## config.mk

```make
export PLATFORM = sky130hd
export DESIGN_NAME = con_dump_ctrl
export DESIGN_NICKNAME = d
export VERILOG_FILES = /design/src/rtl/con_dump_ctrl.sv
export SDC_FILE = /design/constraint.sdc
export NUM_CORES = 1
export LEC_CHECK = 0
export CAP_MARGIN = 20
export CORE_UTILIZATION = 35
export DETAILED_ROUTE_END_ITERATION = 16
export GPL_ROUTABILITY_DRIVEN = 1
export SETUP_SLACK_MARGIN = 0.5
export SLEW_MARGIN = 20
export SYNTH_ARGS = -nofsm -noshare
export SYNTH_HDL_FRONTEND = slang
export SYNTH_SLANG_ARGS = --single-unit
export TNS_END_PERCENT = 20
```

## constraint.sdc

```tcl
create_clock -name CLK -period 3.5 [get_ports CLK]
set_input_delay 0.525 -clock CLK [delete_from_list [all_inputs] [get_ports CLK]]
set_output_delay 0.525 -clock CLK [all_outputs]
set_load 0.02 [all_outputs]
```

## src/rtl/con_dump_ctrl.sv

```systemverilog
// con_dump_ctrl
//
// Post-run memory dump controller for the core's console port. While the
// program runs it counts cycles, tracks the highest data-memory word address
// stored to, and watches the fetched instruction. Once the instruction has
// stayed unchanged for IDLE_CYCLES cycles, or a manual dump request arrives,
// it sweeps data memory from word 0 up to that highest address. It streams
// each word to a downstream consumer over a valid/ready handshake.
//
// Ports:
//   CLK, nrst           clock, asynchronous active-low reset
//   inst                instruction currently in fetch
//   st_valid, st_addr   store in execute and its word address
//   dump_req            manual end-of-program request (honoured only in RUN)
//   con_addr, con_out   console read address / data (data one cycle later)
//   dout, dout_addr     dumped word and its address
//   dout_valid/ready    handshake; dout_last marks the final word
//   busy, done          scan in progress / dump complete (sticky)
//   run_cycles          program cycles excluding the idle-detect window
//   max_addr            highest stored word address seen during RUN
module con_dump_ctrl #(
    parameter int IDLE_CYCLES = 50,
    parameter int ADDR_W      = 10,
    parameter int DATA_W      = 32
) (
    input  logic              CLK,
    input  logic              nrst,
    input  logic [31:0]       inst,
    input  logic              st_valid,
    input  logic [ADDR_W-1:0] st_addr,
    input  logic              dump_req,
    output logic [ADDR_W-1:0] con_addr,
    input  logic [DATA_W-1:0] con_out,
    output logic [DATA_W-1:0] dout,
    output logic [ADDR_W-1:0] dout_addr,
    output logic              dout_valid,
    input  logic              dout_ready,
    output logic              dout_last,
    output logic              busy,
    output logic              done,
    output logic [31:0]       run_cycles,
    output logic [ADDR_W-1:0] max_addr
);

    typedef enum logic [2:0] {
        S_RUN,
        S_ISSUE,
        S_WAIT,
        S_OUT,
        S_FINISH
    } state_e;

    localparam logic [32:0] IDLE_LEN  = 33'(IDLE_CYCLES);
    localparam logic [31:0] IDLE_LAST = 32'(IDLE_CYCLES - 1);

    state_e            state_q, state_d;
    logic [31:0]       last_inst_q, last_inst_d;
    logic [31:0]       idle_cnt_q, idle_cnt_d;
    logic [31:0]       cyc_cnt_q, cyc_cnt_d;
    logic [31:0]       run_cycles_q, run_cycles_d;
    logic [ADDR_W-1:0] max_addr_q, max_addr_d;
    logic [ADDR_W-1:0] ptr_q, ptr_d;
    logic [ADDR_W-1:0] dout_addr_q, dout_addr_d;
    logic [DATA_W-1:0] dout_q, dout_d;
    logic              dout_last_q, dout_last_d;

    logic              inst_same;
    logic              idle_hit;
    logic [32:0]       cyc_plus1;

    // Saturating subtraction: a run shorter than the subtracted window reads 0.
    function automatic logic [31:0] sat_sub(input logic [32:0] a, input logic [32:0] b);
        logic [32:0] diff;
        diff = a - b;
        if (a < b) begin
            return 32'd0;
        end
        return diff[31:0];
    endfunction

    always_comb begin
        state_d      = state_q;
        last_inst_d  = last_inst_q;
        idle_cnt_d   = idle_cnt_q;
        cyc_cnt_d    = cyc_cnt_q;
        run_cycles_d = run_cycles_q;
        max_addr_d   = max_addr_q;
        ptr_d        = ptr_q;
        dout_addr_d  = dout_addr_q;
        dout_d       = dout_q;
        dout_last_d  = dout_last_q;

        con_addr     = '0;
        dout_valid   = 1'b0;
        busy         = 1'b0;
        done         = 1'b0;

        inst_same    = (inst == last_inst_q);
        // idle_cnt counts repeats already seen; this cycle is repeat number
        // IDLE_CYCLES when the count has reached IDLE_CYCLES-1.
        idle_hit     = inst_same && (idle_cnt_q == IDLE_LAST);
        cyc_plus1    = {1'b0, cyc_cnt_q} + 33'd1;

        case (state_q)
            S_RUN: begin
                last_inst_d = inst;
                idle_cnt_d  = inst_same ? (idle_cnt_q + 32'd1) : 32'd0;
                cyc_cnt_d   = cyc_cnt_q + 32'd1;
                // A store in the exit cycle still counts.
                if (st_valid && (st_addr > max_addr_q)) begin
                    max_addr_d = st_addr;
                end
                if (idle_hit) begin
                    // The idle window itself is not program time.
                    run_cycles_d = sat_sub(cyc_plus1, IDLE_LEN);
                    ptr_d        = '0;
                    state_d      = S_ISSUE;
                end else if (dump_req) begin
                    run_cycles_d = cyc_plus1[31:0];
                    ptr_d        = '0;
                    state_d      = S_ISSUE;
                end
            end

            S_ISSUE: begin
                busy     = 1'b1;
                con_addr = ptr_q;
                state_d  = S_WAIT;
            end

            S_WAIT: begin
                // con_out now holds the word addressed during ISSUE.
                busy        = 1'b1;
                con_addr    = ptr_q;
                dout_d      = con_out;
                dout_addr_d = ptr_q;
                dout_last_d = (ptr_q == max_addr_q);
                state_d     = S_OUT;
            end

            S_OUT: begin
                busy       = 1'b1;
                con_addr   = ptr_q;
                dout_valid = 1'b1;
                if (dout_ready) begin
                    if (dout_last_q) begin
                        state_d = S_FINISH;
                    end else begin
                        ptr_d   = ptr_q + 1'b1;
                        state_d = S_ISSUE;
                    end
                end
            end

            S_FINISH: begin
                done = 1'b1;
            end

            default: begin
                state_d = S_RUN;
            end
        endcase
    end

    always_ff @(posedge CLK or negedge nrst) begin
        if (!nrst) begin
            state_q      <= S_RUN;
            last_inst_q  <= '0;
            idle_cnt_q   <= '0;
            cyc_cnt_q    <= '0;
            run_cycles_q <= '0;
            max_addr_q   <= '0;
            ptr_q        <= '0;
            dout_addr_q  <= '0;
            dout_q       <= '0;
            dout_last_q  <= 1'b0;
        end else begin
            state_q      <= state_d;
            last_inst_q  <= last_inst_d;
            idle_cnt_q   <= idle_cnt_d;
            cyc_cnt_q    <= cyc_cnt_d;
            run_cycles_q <= run_cycles_d;
            max_addr_q   <= max_addr_d;
            ptr_q        <= ptr_d;
            dout_addr_q  <= dout_addr_d;
            dout_q       <= dout_d;
            dout_last_q  <= dout_last_d;
        end
    end

    assign dout       = dout_q;
    assign dout_addr  = dout_addr_q;
    assign dout_last  = dout_last_q;
    assign run_cycles = run_cycles_q;
    assign max_addr   = max_addr_q;

endmodule

```

==> results.cfg <==
[floorplan]
fp.dieW_um = 175
initial_standard_cell_utilization_of_the_core = 0.355
dieArea_um2 = 30800
io-pin-count = 177
fp.dieH_um = 175
placement_rows = 63
design.core.area_um2 = 29600

[timing]
timing.final.crit_period_ns = 2.92
final_min_period_over_clock_period = 0.835
worst-slew-pin-transition_ns = 0.812
report.final.hold_viol_count = 0
setup-violations-final = 0
achievable-frequency_ghz = 0.342
relSlewSlack = 0.458
final-max-slew-violation-count = 0
timing.clock.skew_ns = 0.0127
final.setup.tns_ns = 0
grt_setup_unrepaired = yes
final.setup.worst_slack_ns = 0.577

[setup_path]
path_class = flip-flop to flip-flop
reg2reg_from = cyc_cnt_q[13]$_DFFE_PN0P_
cp_data_required_time_ns = 3.82
arrival_time_reported_for_the_critical_path_endpoint_ns = 3.25
setup.worst_path.start = cyc_cnt_q[13]$_DFFE_PN0P_
path_max_fanout = 8
timing.critical_path.to_type = flip-flop
crit_path_launch_type = flip-flop

[logic_synthesis]
count_of_flip_flops_with_a_built_in_enable_after_synthesis = 0
synth.avg_cell_area_um2 = 9.68
yosys_warnings = 0
async_reset_ff_frac = 1.00
netlist_instances = 1087
ys_ff_latch = 194
seq_area_frac_synth = 0.461
synth.distinct_cells = 65
netlist_area_um2 = 10500
synth_nets = 1181
synthFlopType = dfrtp_1

[cts]
ctsLongestPathBuffers = 2
cts_tree = yes
hold_fix_buffers_cts = 0
clock_tree.root_cell = clkbuf_16
tritoncts.num_buffers = 17
clkLatencyLatePin_ns = 0.43
worst_setup_hold_path_clk_slew_ns = 0.08
tritoncts_num_sinks = 194
cts-htree-levels = 4

[min_path]
worstHoldPathType = primary input to asynchronous set/reset pin

[final_layout]
syn2layout_area_growth_pct = 31.4
finish.net_count = 1379
num_antenna_cells = 0
drive_gt1_frac = 0.165
final_area_um2 = 13800

[placed_design]
place.port_buffers = 176
post_dp_cell_area_um2 = 12900
hpwlAfterDp_um = 19400
gpl.final_weighted_congestion = 0.877
placement.setup.worst_slack_ns = 0.0770

[routing]
detail_route.first_pass.iterations = 5
detail_route.drc_violations = 0
route.detailed.vias_per_inst = 5.01
drt_wl_total_um = 27000
ant_nets = 0
post_drt_wl_per_cell_um = 16.0
drt_iter0_drc = 431
num_vias = 8455

[pwr]
ir_worst_vdd_mv = 0.342
powerDensity_nw_per_um2 = 612
p_leak_uw = 0.00586

[global_routing]
globalRouteOverflowTotal = 0
gr-usage-all-layers = 0.178
initial_antenna_violation_count = 0
grt_first_pass_wirelength_um = 44200
grt_pass1_vias = 8451
maximum_number_of_pins_on_one_net_before_global_route_repair = 95

[run_status]
outcome = complete, no violations

[flow_run]
drv.max_cap_violation_count = 0
[cell families after synthesis]
logic type                 share of synthesized area
DFF                                            0.461
xor gates and xnor gates                       0.126
AOI/OAI and AO/OA                             0.0704
adders and majority gates                     0.0178
and+or+nand+nor                                0.232
muxes                                         0.0617
buffers and inverters                         0.0303
[repair_timing]
action | CTS | global route
setup endpoints to repair | 31 | 39
buffers inserted | 5 | 14
endpoints found under the hold margin | 0 | 0
pin swaps | 6 | 10
gates resized for setup | 16 | 32
[registers in the layout, summed over array words and instances, names as in the netlist, 3 cells and up]
signal       flops
cyc_cnt_q       32
dout            32
idle_cnt_q      32
last_inst_q     32
run_cycles      32
dout_addr       10
max_addr        10
ptr_q           10
state_q          3
[where the power goes]
group          internal (uW)  switching (uW)
combinational           1570            1590
sequential              2800             477
clock                   1080             941
total                   5450            3010
[critical path, cell delays in order, from the launching register on]
cell and delay, ns:
dfrtp_2 0.49, nand4_1 0.19, or4_4 0.63, o21ai_4 0.18, nand4_4 0.15, nor3b_4 0.33, nand4_1 0.19, or3_1 0.39
a32o_1 0.26
[final cells by class]
cell class / count / area, um^2
clock buffer: 17 / 425
timing repair buffer: 238 / 2270
sequential: 194 / 4870
clock inverter: 15 / 169
fill: 2831 / 15800
multi-input combinational: 814 / 5530
inverter: 20 / 75.1
tap: 390 / 488
[final timing paths]
path	end	slack, ns	depth (start not counted)
worst max register to register	run_cycles[26]$_DFFE_PN0P_	0.58	8
worst min-delay path	run_cycles[21]$_DFFE_PN0P_	0.15	1
max in group asynchronous	dout[2]$_DFFE_PN0P_	2.52	2
min in group CLK	run_cycles[8]$_DFFE_PN0P_	0.48	2
worst min register to register	run_cycles[8]$_DFFE_PN0P_	0.48	2
worst max-delay path	run_cycles[26]$_DFFE_PN0P_	0.58	8
[layer usage]
metal  track usage  up-vias  wire length (um)
met5             0        -                 0
met3        0.0327       26              1100
met4        0.0500        0               376
met2         0.298      172             13400
met1         0.236     4099             12200
li1              -     4158                 -
[through the flow]
stage | hold WS [ns] | std cells | total power (uW) | util
floorplan | 0.229 | 1087 | 5110 | -
global placement | 0.465 | 1636 | 6420 | 0.435
detailed placement | 0.470 | 1636 | 6470 | 0.435
CTS | 0.194 | 1673 | 8530 | 0.458
global route | 0.232 | 1688 | 8980 | 0.467
finish | 0.151 | 1688 | 8460 | 0.467
[layout by cell type (no fill, tap or decap), types with 6 or more instances in the layout]
| cell type | synthesis | final |
|---|---|---|
| ha_1 | 15 | 14 |
| xor2_1 | 48 | 47 |
| inv_6 | 0 | 6 |
| a31oi_1 | 8 | 8 |
| o31ai_1 | 25 | 24 |
| o21ai_0 | 20 | 18 |
| nor3_2 | 2 | 6 |
| and3_1 | 16 | 16 |
| nand3_1 | 33 | 30 |
| dfrtp_1 | 194 | 183 |
| o21a_1 | 6 | 6 |
| and2_1 | 20 | 20 |
| a22o_1 | 6 | 6 |
| nand4_1 | 44 | 44 |
| mux2_2 | 55 | 55 |
| inv_1 | 20 | 20 |
| clkdlybuf4s50_1 | 0 | 175 |
| a21oi_1 | 14 | 14 |
| nor4_2 | 4 | 7 |
| nand2_1 | 183 | 182 |
| nor4_1 | 15 | 11 |
| clkbuf_16 | 0 | 17 |
| buf_4 | 0 | 57 |
| nor3_1 | 25 | 21 |
| or3_1 | 10 | 8 |
| xnor2_1 | 104 | 103 |
| dfrtp_2 | 0 | 11 |
| nor2_1 | 88 | 85 |
| and4_1 | 10 | 8 |
| or4_1 | 6 | 6 |
[synthesized netlist by cell type, types with 3 or more instances]
library cell  number  area, um^2
nand2_1          183         687
nor3_1            25         125
and4_1            10        87.6
and2_1            20         125
and3_1            16         100
nand3_1           33         165
o21a_1             6        45.0
buf_1              7        26.3
ha_1              15         188
nor4_2             4        50.1
nand3b_1           3        22.5
nor2_1            88         330
a31oi_1            8        50.1
o21ai_0           20         100
mux2_2            55         619
buf_2             18        90.1
nand2b_1           3        18.8
clkbuf_1          34         128
a22o_1             6        52.6
or4_1              6        45.0
nor4_1            15        93.8
dfrtp_1          194        4850
or3_1             10        62.6
xor2_1            48         420
o31ai_1           25         188
inv_1             20        75.1
a21oi_1           14        70.1
mux2i_1            3        30.0
or2_2              3        18.8
xnor2_1          104         911
nand4_1           44         275
No activity file was read; power rests on OpenSTA's default activity.
